--- config.mk ---
export PLATFORM = sky130hd
export DESIGN_NAME = alu_result_stage
export DESIGN_NICKNAME = d
export VERILOG_FILES = /design/src/rtl/alu_result_stage_pkg.sv /design/src/rtl/alu_result_stage_result_fifo2.sv /design/src/rtl/alu_result_stage.sv
export SDC_FILE = /design/constraint.sdc
export NUM_CORES = 1
export LEC_CHECK = 0
export ABC_AREA = 1
export CORE_MARGIN = 5
export CORE_UTILIZATION = 48
export DETAILED_ROUTE_END_ITERATION = 10
export PLACE_DENSITY = 0.8
export SYNTH_ARGS = -nofsm -noshare
export SYNTH_HDL_FRONTEND = slang
export SYNTH_SLANG_ARGS = --single-unit
--- constraint.sdc ---
create_clock -name iClk -period 5.76 [get_ports iClk]
set_clock_uncertainty 0.1 [all_clocks]
set_input_delay 1.44 -clock iClk [delete_from_list [all_inputs] [get_ports iClk]]
set_output_delay 1.44 -clock iClk [all_outputs]
set_load 0.05 [all_outputs]
--- src/rtl/alu_result_stage_pkg.sv ---
// rtl/alu_result_stage_pkg.sv - shared ALU control codes, result-stage state encoding and defaults
package alu_result_stage_pkg;

    // ALU control codes shared with the ALU and decoder.
    typedef enum logic [3:0] {
        ALU_ADD = 4'd0,
        ALU_SUB,
        ALU_AND,
        ALU_OR,
        ALU_XOR,
        ALU_SLT,
        ALU_SLL,
        ALU_SRL,
        ALU_SRA,
        ALU_MUL,
        ALU_DIV
    } alu_ctrl_e;

    typedef enum logic {
        ST_IDLE = 1'b0,
        ST_WAIT = 1'b1
    } stage_state_e;

    localparam int MULDIV_WAIT_DEFAULT = 3;

    // Buffer entry layout: {hi[31:0], lo[31:0], zero, neg}
    localparam int RESULT_W = 66;

    function automatic logic is_muldiv(input logic [3:0] ctrl);
        return (ctrl == ALU_MUL) || (ctrl == ALU_DIV);
    endfunction

endpackage

--- src/rtl/alu_result_stage_result_fifo2.sv ---
// rtl/alu_result_stage_result_fifo2.sv - 2-entry in-order result buffer
// Ports: clk, resetn (sync active-low); push/push_data write an entry,
// pop removes the head; head_data is the head entry (0 when empty);
// full/empty report occupancy. A push while full only lands if the
// same cycle also pops.
module result_fifo2
    import alu_result_stage_pkg::*;
#(
    parameter int W = RESULT_W
) (
    input  logic         clk,
    input  logic         resetn,
    input  logic         push,
    input  logic [W-1:0] push_data,
    input  logic         pop,
    output logic [W-1:0] head_data,
    output logic         full,
    output logic         empty
);

    logic [W-1:0] mem [2];
    logic         wr_ptr;
    logic         rd_ptr;
    logic [1:0]   count;
    logic         do_pop;
    logic         do_push;

    assign empty   = (count == 2'd0);
    assign full    = (count == 2'd2);
    assign do_pop  = pop && !empty;
    // When full, the slot being written is the head being popped this cycle.
    assign do_push = push && (!full || do_pop);

    assign head_data = empty ? '0 : mem[rd_ptr];

    always_ff @(posedge clk) begin
        if (!resetn) begin
            wr_ptr <= 1'b0;
            rd_ptr <= 1'b0;
            count  <= 2'd0;
        end else begin
            if (do_push) begin
                mem[wr_ptr] <= push_data;
                wr_ptr      <= ~wr_ptr;
            end
            if (do_pop) begin
                rd_ptr <= ~rd_ptr;
            end
            case ({do_push, do_pop})
                2'b10:   count <= count + 2'd1;
                2'b01:   count <= count - 2'd1;
                default: count <= count;
            endcase
        end
    end

endmodule

--- src/rtl/alu_result_stage.sv ---
// rtl/alu_result_stage.sv - ALU result capture stage with MUL/DIV wait and 2-entry buffer
// Ports: iClk, nRst (sync active-low); iStart/iCtrl request a capture of
// iC_hi/iC_lo/iZero/iNeg; oBusy while waiting on MUL/DIV; oValid/iReady
// pop the head shown on oZ_hi/oZ_lo/oZero/oNeg; iZHiOut/iZLoOut drive the
// head onto oBus/oBusEn; oDropErr is a sticky lost-capture flag.
module alu_result_stage
    import alu_result_stage_pkg::*;
#(
    parameter int MULDIV_WAIT = MULDIV_WAIT_DEFAULT
) (
    input  logic        iClk,
    input  logic        nRst,
    input  logic        iStart,
    input  logic [3:0]  iCtrl,
    input  logic [31:0] iC_hi,
    input  logic [31:0] iC_lo,
    input  logic        iZero,
    input  logic        iNeg,
    output logic        oBusy,
    output logic        oValid,
    input  logic        iReady,
    output logic [31:0] oZ_hi,
    output logic [31:0] oZ_lo,
    output logic        oZero,
    output logic        oNeg,
    input  logic        iZHiOut,
    input  logic        iZLoOut,
    output logic [31:0] oBus,
    output logic        oBusEn,
    output logic        oDropErr
);

    stage_state_e        state;
    logic [3:0]          cnt;
    logic [3:0]          ctrl_q;
    logic                start_plain;
    logic                wait_done;
    logic                push;
    logic                pop;
    logic                full;
    logic                empty;
    logic                push_dropped;
    logic [RESULT_W-1:0] head;

    assign start_plain  = (state == ST_IDLE) && iStart && !is_muldiv(iCtrl);
    assign wait_done    = (state == ST_WAIT) && (cnt == 4'd0) && is_muldiv(ctrl_q);
    assign push         = start_plain || wait_done;
    assign pop          = iReady && oValid;
    assign push_dropped = push && full && !pop;

    result_fifo2 #(.W(RESULT_W)) u_fifo (
        .clk       (iClk),
        .resetn    (nRst),
        .push      (push),
        .push_data ({iC_hi, iC_lo, iZero, iNeg}),
        .pop       (pop),
        .head_data (head),
        .full      (full),
        .empty     (empty)
    );

    always_ff @(posedge iClk) begin
        if (!nRst) begin
            state    <= ST_IDLE;
            cnt      <= 4'd0;
            ctrl_q   <= ALU_ADD;
            oBusy    <= 1'b0;
            oDropErr <= 1'b0;
        end else begin
            case (state)
                ST_IDLE: begin
                    if (iStart && is_muldiv(iCtrl)) begin
                        state  <= ST_WAIT;
                        cnt    <= 4'(MULDIV_WAIT - 1);
                        ctrl_q <= iCtrl;
                        oBusy  <= 1'b1;
                    end
                end
                ST_WAIT: begin
                    if (cnt == 4'd0) begin
                        state <= ST_IDLE;
                        oBusy <= 1'b0;
                    end else begin
                        cnt <= cnt - 4'd1;
                    end
                end
                default: state <= ST_IDLE;
            endcase
            if ((state == ST_WAIT && iStart) || push_dropped) begin
                oDropErr <= 1'b1;
            end
        end
    end

    assign oValid = !empty;
    assign oZ_hi  = head[65:34];
    assign oZ_lo  = head[33:2];
    assign oZero  = head[1];
    assign oNeg   = head[0];
    assign oBusEn = (iZHiOut || iZLoOut) && oValid;

    // Hi select wins when both selects are asserted.
    always_comb begin
        oBus = 32'd0;
        if (oBusEn) begin
            oBus = iZHiOut ? oZ_hi : oZ_lo;
        end
    end

endmodule

==> impl_metrics.json <==
{
  "status": "finished clean",
  "rsz0062_at_grt": "no",
  "cap_violations": 0,
  "syn-num-nets": 649,
  "drc": 0,
  "synthTopCellsByArea": "edfxtp_1 (63%), nand2_1 (9.4%), a21oi_2 (5.3%)",
  "avgSynthCellArea_sq_um": 11.0,
  "drt_iter0_markers": 237,
  "setup_viol": 0,
  "yosysMostFrequentCell": "nand2_1",
  "wl_per_cell_um": 17.8,
  "cts_root_buf": "clkbuf_16",
  "worst_pin_slew_ns": 0.923,
  "core_sq_um": 12700,
  "fmax_mhz": 212,
  "grt_overflow": 0,
  "cts.repair.resized": 0,
  "cts.clk_slew.worst_paths_ns": 0.06,
  "syn_inst": 571,
  "antenna_found_initial": 0,
  "period_needed_ns": 4.71,
  "wl_um": 16600,
  "cts_hold_buf": 0,
  "post_route_cells_drive_above_1_share_pct": 15.0,
  "gp_congestion": 0.780,
  "crit_path_max_fanout": 33,
  "grt_pass1_vias": 5046,
  "clock_path_buffers": 2,
  "maxSlewHeadroom_pct": 38.4,
  "synthToLayoutAreaGrowth_pct": 44.8,
  "crit_path_end_kind": "primary output",
  "fin_crit_sh_pct": 81.8,
  "holdCritPathClass": "flop to flop",
  "die_w_um": 125,
  "clkSinkCount": 148,
  "ioPinCount": 178,
  "hold_viol": 0,
  "yosys.area.top_type": "edfxtp_1",
  "vias_per_cell": 5.17,
  "ys_types": 22,
  "peakVddDrop_mv": 0.308,
  "post_cts_buffers": 0,
  "yosysWarnings": 0,
  "power.density_nw_per_um2": 518,
  "ys_seq_area_share_pct": 68.0,
  "cts_buffers": 17,
  "clock_latency_ns": 0.41,
  "synth.top_cell.area_share_pct": 62.9,
  "stdcell_count": 931,
  "synth_ff_type": "edfxtp_1",
  "cts_tree": "yes",
  "required_ns": 4.22,
  "io_buffers": 177,
  "hpwl_um": 11300,
  "synth_area_sq_um": 6300,
  "firstDrtPassIters": 5,
  "slew_violations": 0,
  "nets": 823,
  "setup.worst_path.class": "input pin to primary output",
  "dieHeight_um": 125,
  "dp_cells": 898,
  "num_vias": 4817,
  "grt.total_usage_pct": 21.4,
  "grt_max_degree": 67,
  "grt_first_pass_wirelength_um": 26300,
  "htreeDepth": 4,
  "synth_edf_count": 132,
  "row_count": 41,
  "leakage_nw": 3.29,
  "initial_core_util_pct": 49.5,
  "setup.worst_path.start_class": "input pin",
  "dieArea_sq_um": 15500,
  "worstPathArrival_ns": 3.17,
  "synth_common_cells": "nand2_1 (158), edfxtp_1 (132), nor2_1 (76), a21oi_1 (42), a21oi_2 (38)",
  "finalSetupTns_ns": 0,
  "ant_nets": 0,
  "ys_ff_latch": 148,
  "async_flop_share_pct": 0
}
## area by class of cell
| type | instances | area (sq um) |
|---|---|---|
| Tap cell | 172 | 215 |
| Inverter | 23 | 86.3 |
| Timing Repair Buffer | 187 | 2190 |
| Clock inverter | 13 | 188 |
| Fill cell | 938 | 3590 |
| Antenna cell | 1 | 2.50 |
| Sequential cell | 148 | 4290 |
| Clock buffer | 19 | 433 |
| Multi-Input combinational cell | 368 | 1730 |
## cells by family (layout without fill, tap and decap cells)
| kind of cell | after synthesis | count (layout) | synth area share (%) |
|---|---|---|---|
| fa+ha+maj | 2 | 2 | 0.397 |
| compound gates | 119 | 119 | 11.7 |
| simple gates | 245 | 245 | 14.9 |
| flops | 148 | 148 | 68.0 |
| buf+inv | 55 | 242 | 4.78 |
| other cells | 0 | 1 | 0 |
| xor+xnor | 2 | 2 | 0.278 |
## sequential cells by signal, indices dropped and copies added (netlist names), named ones only
| register | flops |
|---|---|
| ctrl_q | 4 |
| u_fifo.mem | 132 |
| state | 1 |
| u_fifo.count | 2 |
| cnt | 4 |
| u_fifo.wr_ptr | 1 |
| oBusy | 1 |
| oDropErr | 1 |
| u_fifo.rd_ptr | 1 |
## where the power goes
| group | internal (mW) | switching (mW) |
|---|---|---|
| logic | 0.729 | 1.58 |
| registers | 1.24 | 0.0242 |
| clock network | 0.759 | 0.396 |
## through the flow
stage	area [sq um]	total power, mW	util [%]	setup WS, ns	hold WS, ns
after global routing	9130	4.92	71.7	0.998	0.366
after floorplan	6300	2.79	-	0.575	0.307
after global placement	8510	3.57	66.9	1.16	0.316
final	9130	4.73	71.8	1.05	0.331
after CTS	9130	4.76	71.7	1.09	0.330
after detailed placement	8510	3.60	66.9	1.12	0.323
## final timing paths
path                                           from                     endpoint  slack [ns]  cells after the start
worst max-delay path                        iZLoOut                      oBus[4]        1.05                      6
worst min-delay path            cnt[0]$_SDFFE_PN0P_          cnt[0]$_SDFFE_PN0P_        0.33                      1
worst max register to register  cnt[0]$_SDFFE_PN0P_  u_fifo.mem[1][45]$_DFFE_PP_        3.24                      9
worst min register to register  cnt[0]$_SDFFE_PN0P_          cnt[0]$_SDFFE_PN0P_        0.33                      1
## routing by layer
metal	up-vias	wire length [um]	track usage, %
met5	-	0	0
met4	0	449	8.38
met3	28	1090	6.35
met2	162	8710	37.6
met1	2321	6330	24.5
li1	2306	-	-
## layout by cell type (no fill, tap or decap), drive strengths merged
cell / synthesis / final
nand3: 8 / 8
nand2: 158 / 158
clkinv: 0 / 7
bufinv: 0 / 5
nand4: 1 / 1
edfxtp: 132 / 132
clkbuf: 9 / 19
inv: 23 / 23
dfxtp: 16 / 16
nor2: 77 / 77
clkdlybuf4s50: 0 / 144
ha: 2 / 2
a21oi: 80 / 80
xor2: 1 / 1
buf: 23 / 43
diode: 0 / 1
nor3: 1 / 1
xnor2: 1 / 1
clkinvlp: 0 / 1
o21ai: 39 / 39
## worst max-delay path, stage by stage
cell and delay (ns):
clkdlybuf4s50_1 0.52, o21ai_1 0.10, inv_2 0.45, o21ai_0 0.22, nor2_1 0.25, buf_12 0.18
No activity file was read; power rests on OpenSTA's default activity.
